**src/rtl/my_dut_pkg.sv**
```systemverilog
// Shared constants, select-width helper and field typedefs for the my_dut nibble selector.
package my_dut_pkg;

    localparam int DATA_W_DEF      = 16;
    localparam int NIB_W_DEF       = 4;
    localparam int DEFAULT_SEL_DEF = 1;

    // Width of a field index; at least one bit even when there is a single field.
    function automatic int sel_width(input int data_w, input int nib_w);
        int n;
        n = data_w / nib_w;
        return (n <= 1) ? 1 : $clog2(n);
    endfunction

    localparam int SEL_W_DEF = sel_width(DATA_W_DEF, NIB_W_DEF);

    typedef logic [NIB_W_DEF-1:0] nibble_t;
    typedef logic [SEL_W_DEF-1:0] sel_t;

endpackage

```
**src/rtl/my_dut_nib_mux.sv**
```systemverilog
// Combinational indexed field mux; an index past the last field yields zero.
module my_dut_nib_mux
    import my_dut_pkg::*;
#(
    parameter int DATA_W = DATA_W_DEF,
    parameter int NIB_W  = NIB_W_DEF,
    parameter int SEL_W  = SEL_W_DEF
) (
    input  logic [DATA_W-1:0] data_in,
    input  logic [SEL_W-1:0]  sel,
    output logic [NIB_W-1:0]  nib
);

    localparam int NUM_NIB = DATA_W / NIB_W;

    always_comb begin
        nib = '0;
        for (int i = 0; i < NUM_NIB; i++) begin
            if (sel == SEL_W'(i)) begin
                nib = data_in[i*NIB_W +: NIB_W];
            end
        end
    end

endmodule

```
**src/rtl/my_dut.sv**
```systemverilog
// Registered nibble selector with run-time programmable field index.
// Optional MY_DUT_PARITY_EN adds a registered even-parity output of the captured field.
module my_dut
    import my_dut_pkg::*;
#(
    parameter int  DATA_W      = DATA_W_DEF,
    parameter int  NIB_W       = NIB_W_DEF,
    parameter int  DEFAULT_SEL = DEFAULT_SEL_DEF,
    localparam int SEL_W       = sel_width(DATA_W, NIB_W)
) (
    input  logic              clk,
    input  logic              rst_n,
    input  logic [DATA_W-1:0] data_in,
    input  logic              en,
    input  logic              sel_we,
    input  logic [SEL_W-1:0]  sel_in,
    output logic [NIB_W-1:0]  data_out,
    output logic              valid_out,
    output logic [SEL_W-1:0]  sel_q
`ifdef MY_DUT_PARITY_EN
    ,
    output logic              parity_out
`endif
);

    generate
        if (DATA_W % NIB_W != 0) begin : g_bad_width
            $error("my_dut: DATA_W must be a multiple of NIB_W");
        end
        if (DEFAULT_SEL >= DATA_W / NIB_W) begin : g_bad_default
            $error("my_dut: DEFAULT_SEL must be below DATA_W/NIB_W");
        end
    endgenerate

    logic [NIB_W-1:0] nib_p0;
    logic [NIB_W-1:0] data_p1;
    logic             vld_p1;

    my_dut_nib_mux #(
        .DATA_W (DATA_W),
        .NIB_W  (NIB_W),
        .SEL_W  (SEL_W)
    ) u_nib_mux (
        .data_in (data_in),
        .sel     (sel_q),
        .nib     (nib_p0)
    );

    // p0 -> p1: capture the selected field; a select write lands after this edge's capture
    always_ff @(posedge clk or negedge rst_n) begin
        if (!rst_n) begin
            data_p1 <= '0;
            vld_p1  <= 1'b0;
            sel_q   <= SEL_W'(DEFAULT_SEL);
        end else begin
            vld_p1 <= en;
            if (en) begin
                data_p1 <= nib_p0;
            end
            if (sel_we) begin
                sel_q <= sel_in;
            end
        end
    end

    assign data_out  = data_p1;
    assign valid_out = vld_p1;

`ifdef MY_DUT_PARITY_EN
    logic parity_p1;

    always_ff @(posedge clk or negedge rst_n) begin
        if (!rst_n) begin
            parity_p1 <= 1'b0;
        end else if (en) begin
            parity_p1 <= ^nib_p0;
        end
    end

    assign parity_out = parity_p1;
`endif

endmodule

```
**config.mk**
```make
export PLATFORM = sky130hd
export DESIGN_NAME = my_dut
export DESIGN_NICKNAME = d
export VERILOG_FILES = /design/src/rtl/my_dut_pkg.sv /design/src/rtl/my_dut_nib_mux.sv /design/src/rtl/my_dut.sv
export SDC_FILE = /design/constraint.sdc
export NUM_CORES = 1
export LEC_CHECK = 0
export BUFFER_PORTS_ARGS = -buffer_cell sky130_fd_sc_hd__buf_2
export CAP_MARGIN = 20
export CORE_AREA = 2 2 39 41
export CTS_CLUSTER_DIAMETER = 100
export CTS_CLUSTER_SIZE = 30
export DETAILED_ROUTE_END_ITERATION = 12
export DIE_AREA = 0 0 41 43
export GPL_TIMING_DRIVEN = 0
export MAX_ROUTING_LAYER = met4
export PLACE_DENSITY = 0.57
export SETUP_SLACK_MARGIN = 0.05
export SYNTH_ARGS = -nofsm -noshare
export SYNTH_HDL_FRONTEND = slang
export SYNTH_HIERARCHICAL = 1
export SYNTH_SLANG_ARGS = --single-unit
```
**constraint.sdc**
```tcl
create_clock -name clk -period 2.26 [get_ports clk]
set_input_delay 0.113 -clock clk [delete_from_list [all_inputs] [get_ports clk]]
set_output_delay 0.113 -clock clk [all_outputs]
set_load 0.005 [all_outputs]
```
* After elaboration in Yosys (flattened, before gate mapping) *
Cells that the tools add are included.

operators by class
  eq/ne operators = 3
  mux-type cells = 4
  reductions and logical operators = 1

operators by type and width
  operator            count
  $mux 4              4
  $eq 2x2->1 const B  2
  $eq 2x1->1 const B  1
  $logic_not 2->1     1

word-level totals
  bits in registers = 7
  input bits = 22
  output and inout bits = 7
  word-level logic and storage cells = 11

* Longest topological paths before layout *
  word-level depth = 5
  mapped depth = 2
  gate-level depth less buffers = 2

* Hierarchy *
The synthesis kept the hierarchy.

by module, submodules not included
  module          instances  cells an instance  area each (um2)  seq. area each (um2)
  my_dut          1          13                 244.0            176.4
  my_dut_nib_mux  1          4                  105.1            0.0

* Worst setup path after synthesis *
No wires, ideal clock.

  path type = reg2reg
  start point = reg sel_q[0]
  end point = reg data_p1[0] (netlist: data_out[0])
  setup time = 0.125 ns
  arrival = 1.370 ns
  data required time = 2.135 ns
  path slack = 0.766 ns
  cell stages (with the launch flop) = 3
  buffers on the path = 0
  period minus slack after synthesis = 1.494 ns
  cells stage by stage = dfstp_2 -> mux4_1 -> mux2_2

between the ends
  word-level cells in the longest chain between the ends = 5
  elaborated cells between the ends (all ways) = 8
  classes of those cells = eq/ne (3); mux (4); reduce/logical (1)

ends and longest elaborated chain
  element                 line                  RTL
  start, declared         my_dut.sv:19          output logic [SEL_W-1:0] sel_q
  start signal, assigned  my_dut.sv:54          sel_q <= SEL_W'(DEFAULT_SEL);
  start signal, assigned  my_dut.sv:61          sel_q <= sel_in;
  $logic_not 2->1         my_dut_nib_mux.sv:19  if (sel == SEL_W'(i)) begin
  $mux 4 (3 in series)    my_dut_nib_mux.sv:19
  $mux 4 (*)              my_dut_nib_mux.sv:19
  named net nib_p0[0]     my_dut.sv:35          logic [NIB_W-1:0] nib_p0;
  end signal, assigned    my_dut.sv:58          data_p1 <= nib_p0;
  end, declared           my_dut.sv:36          logic [NIB_W-1:0] data_p1;

Mark *: on every way through the listed nets, which the timed path passes. The rest lies on a longest branch.
A chain may end at the register's enable or synchronous reset.

* Worst setup path in the final report *
Same ends and word-level chain as after synthesis.

==> metrics <==
outcome=finished clean; total gr overflow=0; dpl cells=61; drt drc=0; max-capacitance violation count=0; ratio of final minimum period to clock period=68.83%; max incr delay on CP=0.60 ns; Wirelength per Cell=10.94 um; Levels on crit path=2; Worst path slowest cell=dfstp_2; CTS Root Buffer Type=clkbuf_4; post-synthesis compound-gate area fraction=0%; largest net degree at the start of global routing=8; CTS Buffer Depth=2; Fillers=149; antenna violations before repair=0; crit-path cells=mux4_1 -> mux2_2; CP Class=reg2reg; ANT nets after route=0; synthesized instance count=17; GRT Overall Usage=around 11%; CP Capture Type=flip-flop; htree depth=1; RR Startpoint=sel_q[0]; io pins=29; post-synthesis simple-gate area fraction=0%; reg-to-reg endpoint=data_out[0]; post-synth cell types=4; Finished Layout Cells=66; minimum clock period=1.556 ns; switching power=0.08424 mW; Die Area=around 1800 sq um; worst path required time=2.40 ns; fraction of layout cells with a size suffix above 1=76.00%; worst r2r path cells=2; hold slack=0.04507 ns; Top delay family on crit path=multiplexers; vias per cell=4.576; FP Rows=14; Post-Synth XOR/XNOR Area=0%; first-pass GRT wire length=1.235 mm; Detailed Routing Iterations Pass 1=4; leak pwr=between 0.2 and 0.3 nW; PwrDens=646.5 nW/um^2; mean area per synthesized cell=20.53 sq um; main combinational cell family by area after synthesis=multiplexers; Worst-path clk slew=0.05 ns; Net Sw Frac=23.88%; core area=1384 sq um; Horiz. Die Dim=41 um; CTS tree=done; Clock Skew=0.00005640 ns; Worst setup endpoint=data_out[0]; Die Y=~43 um; Max Fclk=0.6429 GHz; ant diodes=0; Yosys reg bits=7; Internal Power=0.2685 mW; CP startpoint=sel_q[0]; multi-input logic area=172.7 sq um; slew of the pin with the lowest slew margin=0.2048 ns; Synthesized Nets=39; Worst setup SP type=flip-flop; FF/Latch Area=between 150 and 200 sq um; Inserted Clock Buffers=3; number of port buffers=28; global placer's final weighted congestion=between 0.6 and 0.7; Routed WL=722 um; worst-path fanout max=6; final slew viol count=0; adder-cell area share of the yosys netlist=0%; final hold vios=0; maximum VDD drop=0.0003371 V; sequential-to-total area share from yosys stat=50.54%; WP buf/inv=0; Clk pwr share=32.7%; area grow syn2layout=56.27%; vias=302; RSZ-0062 raised after global routing=false; relative slew slack=between 80% and 90%; post-route setup TNS=0 ns; logic gate share of total power=between 20% and 30%; setup violators final=0; Netlist Area Pre-Place=349.1 sq um; Initial Util=about 25%; r2r setup slk=0.70 ns; initial drt markers=1; Ys Warns=6; clock latency at the later pin of the worst-skew pair=about 0.25 ns; CP arrival=1.69 ns; Layout Nets=73; Reg power frac=between 40% and 50%; HPWL Detailed=576.7 um; mux contribution to synthesized area=49.46%; worst hold path class=in2reg; number of global-route vias before repair=approximately 320; Sink Count=7
## through the flow
step / power, mW / utilization (%) / cell area, sq um / worst slack, ns
after global placement: 0.2394 / 36.80 / 509.2 / 0.7096
after global routing: 0.3769 / 39.42 / 545.5 / 0.6607
after CTS: 0.3607 / 39.42 / 545.5 / 0.7028
after detailed placement: 0.2401 / 36.80 / 509.2 / 0.7090
after floorplan: 0.1960 / - / 349.1 / 0.7656
final: 0.3527 / 39.42 / 545.5 / 0.7044
## worst reg2reg max path: cells and delay by family, from the launching register on
| family | cells | cell delay (ns) |
|---|---|---|
| muxes | 2 | 0.84 |
| DFF | 1 | 0.60 |
## cells in the final DEF, fill, tap and decap left out, drive strengths merged
| master | instances |
|---|---|
| buf | 28 |
| mux4 | 4 |
| mux2 | 6 |
| dlygate4sd3 | 1 |
| clkbuf | 4 |
| dfstp | 1 |
| dfrtp | 6 |
## cells by family (layout without fill, tap and decap cells)
logic type | count (synthesis) | count (layout)
mux | 10 | 10
buf+inv | 0 | 33
flops | 7 | 7
## metal layers
layer,share of wire (%),up-vias,GRT usage (%),wire (um)
met5,0,-,-,0
met4,0,0,2.000,0
met3,15,0,9.424,105
met2,44,22,15.63,317
met1,41,142,12.12,299
li1,-,138,-,-
## power groups by stage
stage / Combinational [mW] / Sequential [mW] / Clock, mW
6_report: 0.0782 / 0.159 / 0.115
5_1_grt: 0.0875 / 0.162 / 0.127
4_1_cts: 0.0799 / 0.160 / 0.121
3_5_place_dp: 0.0780 / 0.162 / 0
3_3_place_gp: 0.0777 / 0.162 / 0
2_1_floorplan: 0.0340 / 0.162 / 0
## cell usage after synthesis
master,count,area [sq um]
mux2_2,6,67.56
dfstp_2,1,26.28
mux4_1,4,105.1
dfrtp_1,6,150.1
## repair_timing
item,in CTS,in global routing
endpoints found under the hold margin,7,0
buffers inserted,0,0
hold buffers,1,0
gates resized for setup,0,0
## worst min path at each step
| stage | from | to | slack, ns | cells past startpoint |
|---|---|---|---|---|
| global route | en | valid_out | 0.04 | 1 |
| CTS | en | valid_out | 0.04 | 1 |
| finish | en | valid_out | 0.05 | 1 |
| detailed placement | rst_n | valid_out | -0.05 | 1 |
| global placement | rst_n | valid_out | -0.05 | 1 |
| floorplan | rst_n | data_out[0] | -0.18 | 0 |
## final cells by class
| cell class | instances | area share (%) |
|---|---|---|
| flip-flops and latches | 7 | 32.34 |
| multi-input cells | 10 | 31.65 |
| repair buffers | 29 | 27.52 |
| clock buffers | 4 | 4.817 |
| well taps | 16 | 3.670 |
## sequential cells by signal, indices dropped and copies added (netlist names)
register   cells
data_out       4
sel_q          2
valid_out      1
Power figures use the tool's default switching activity.
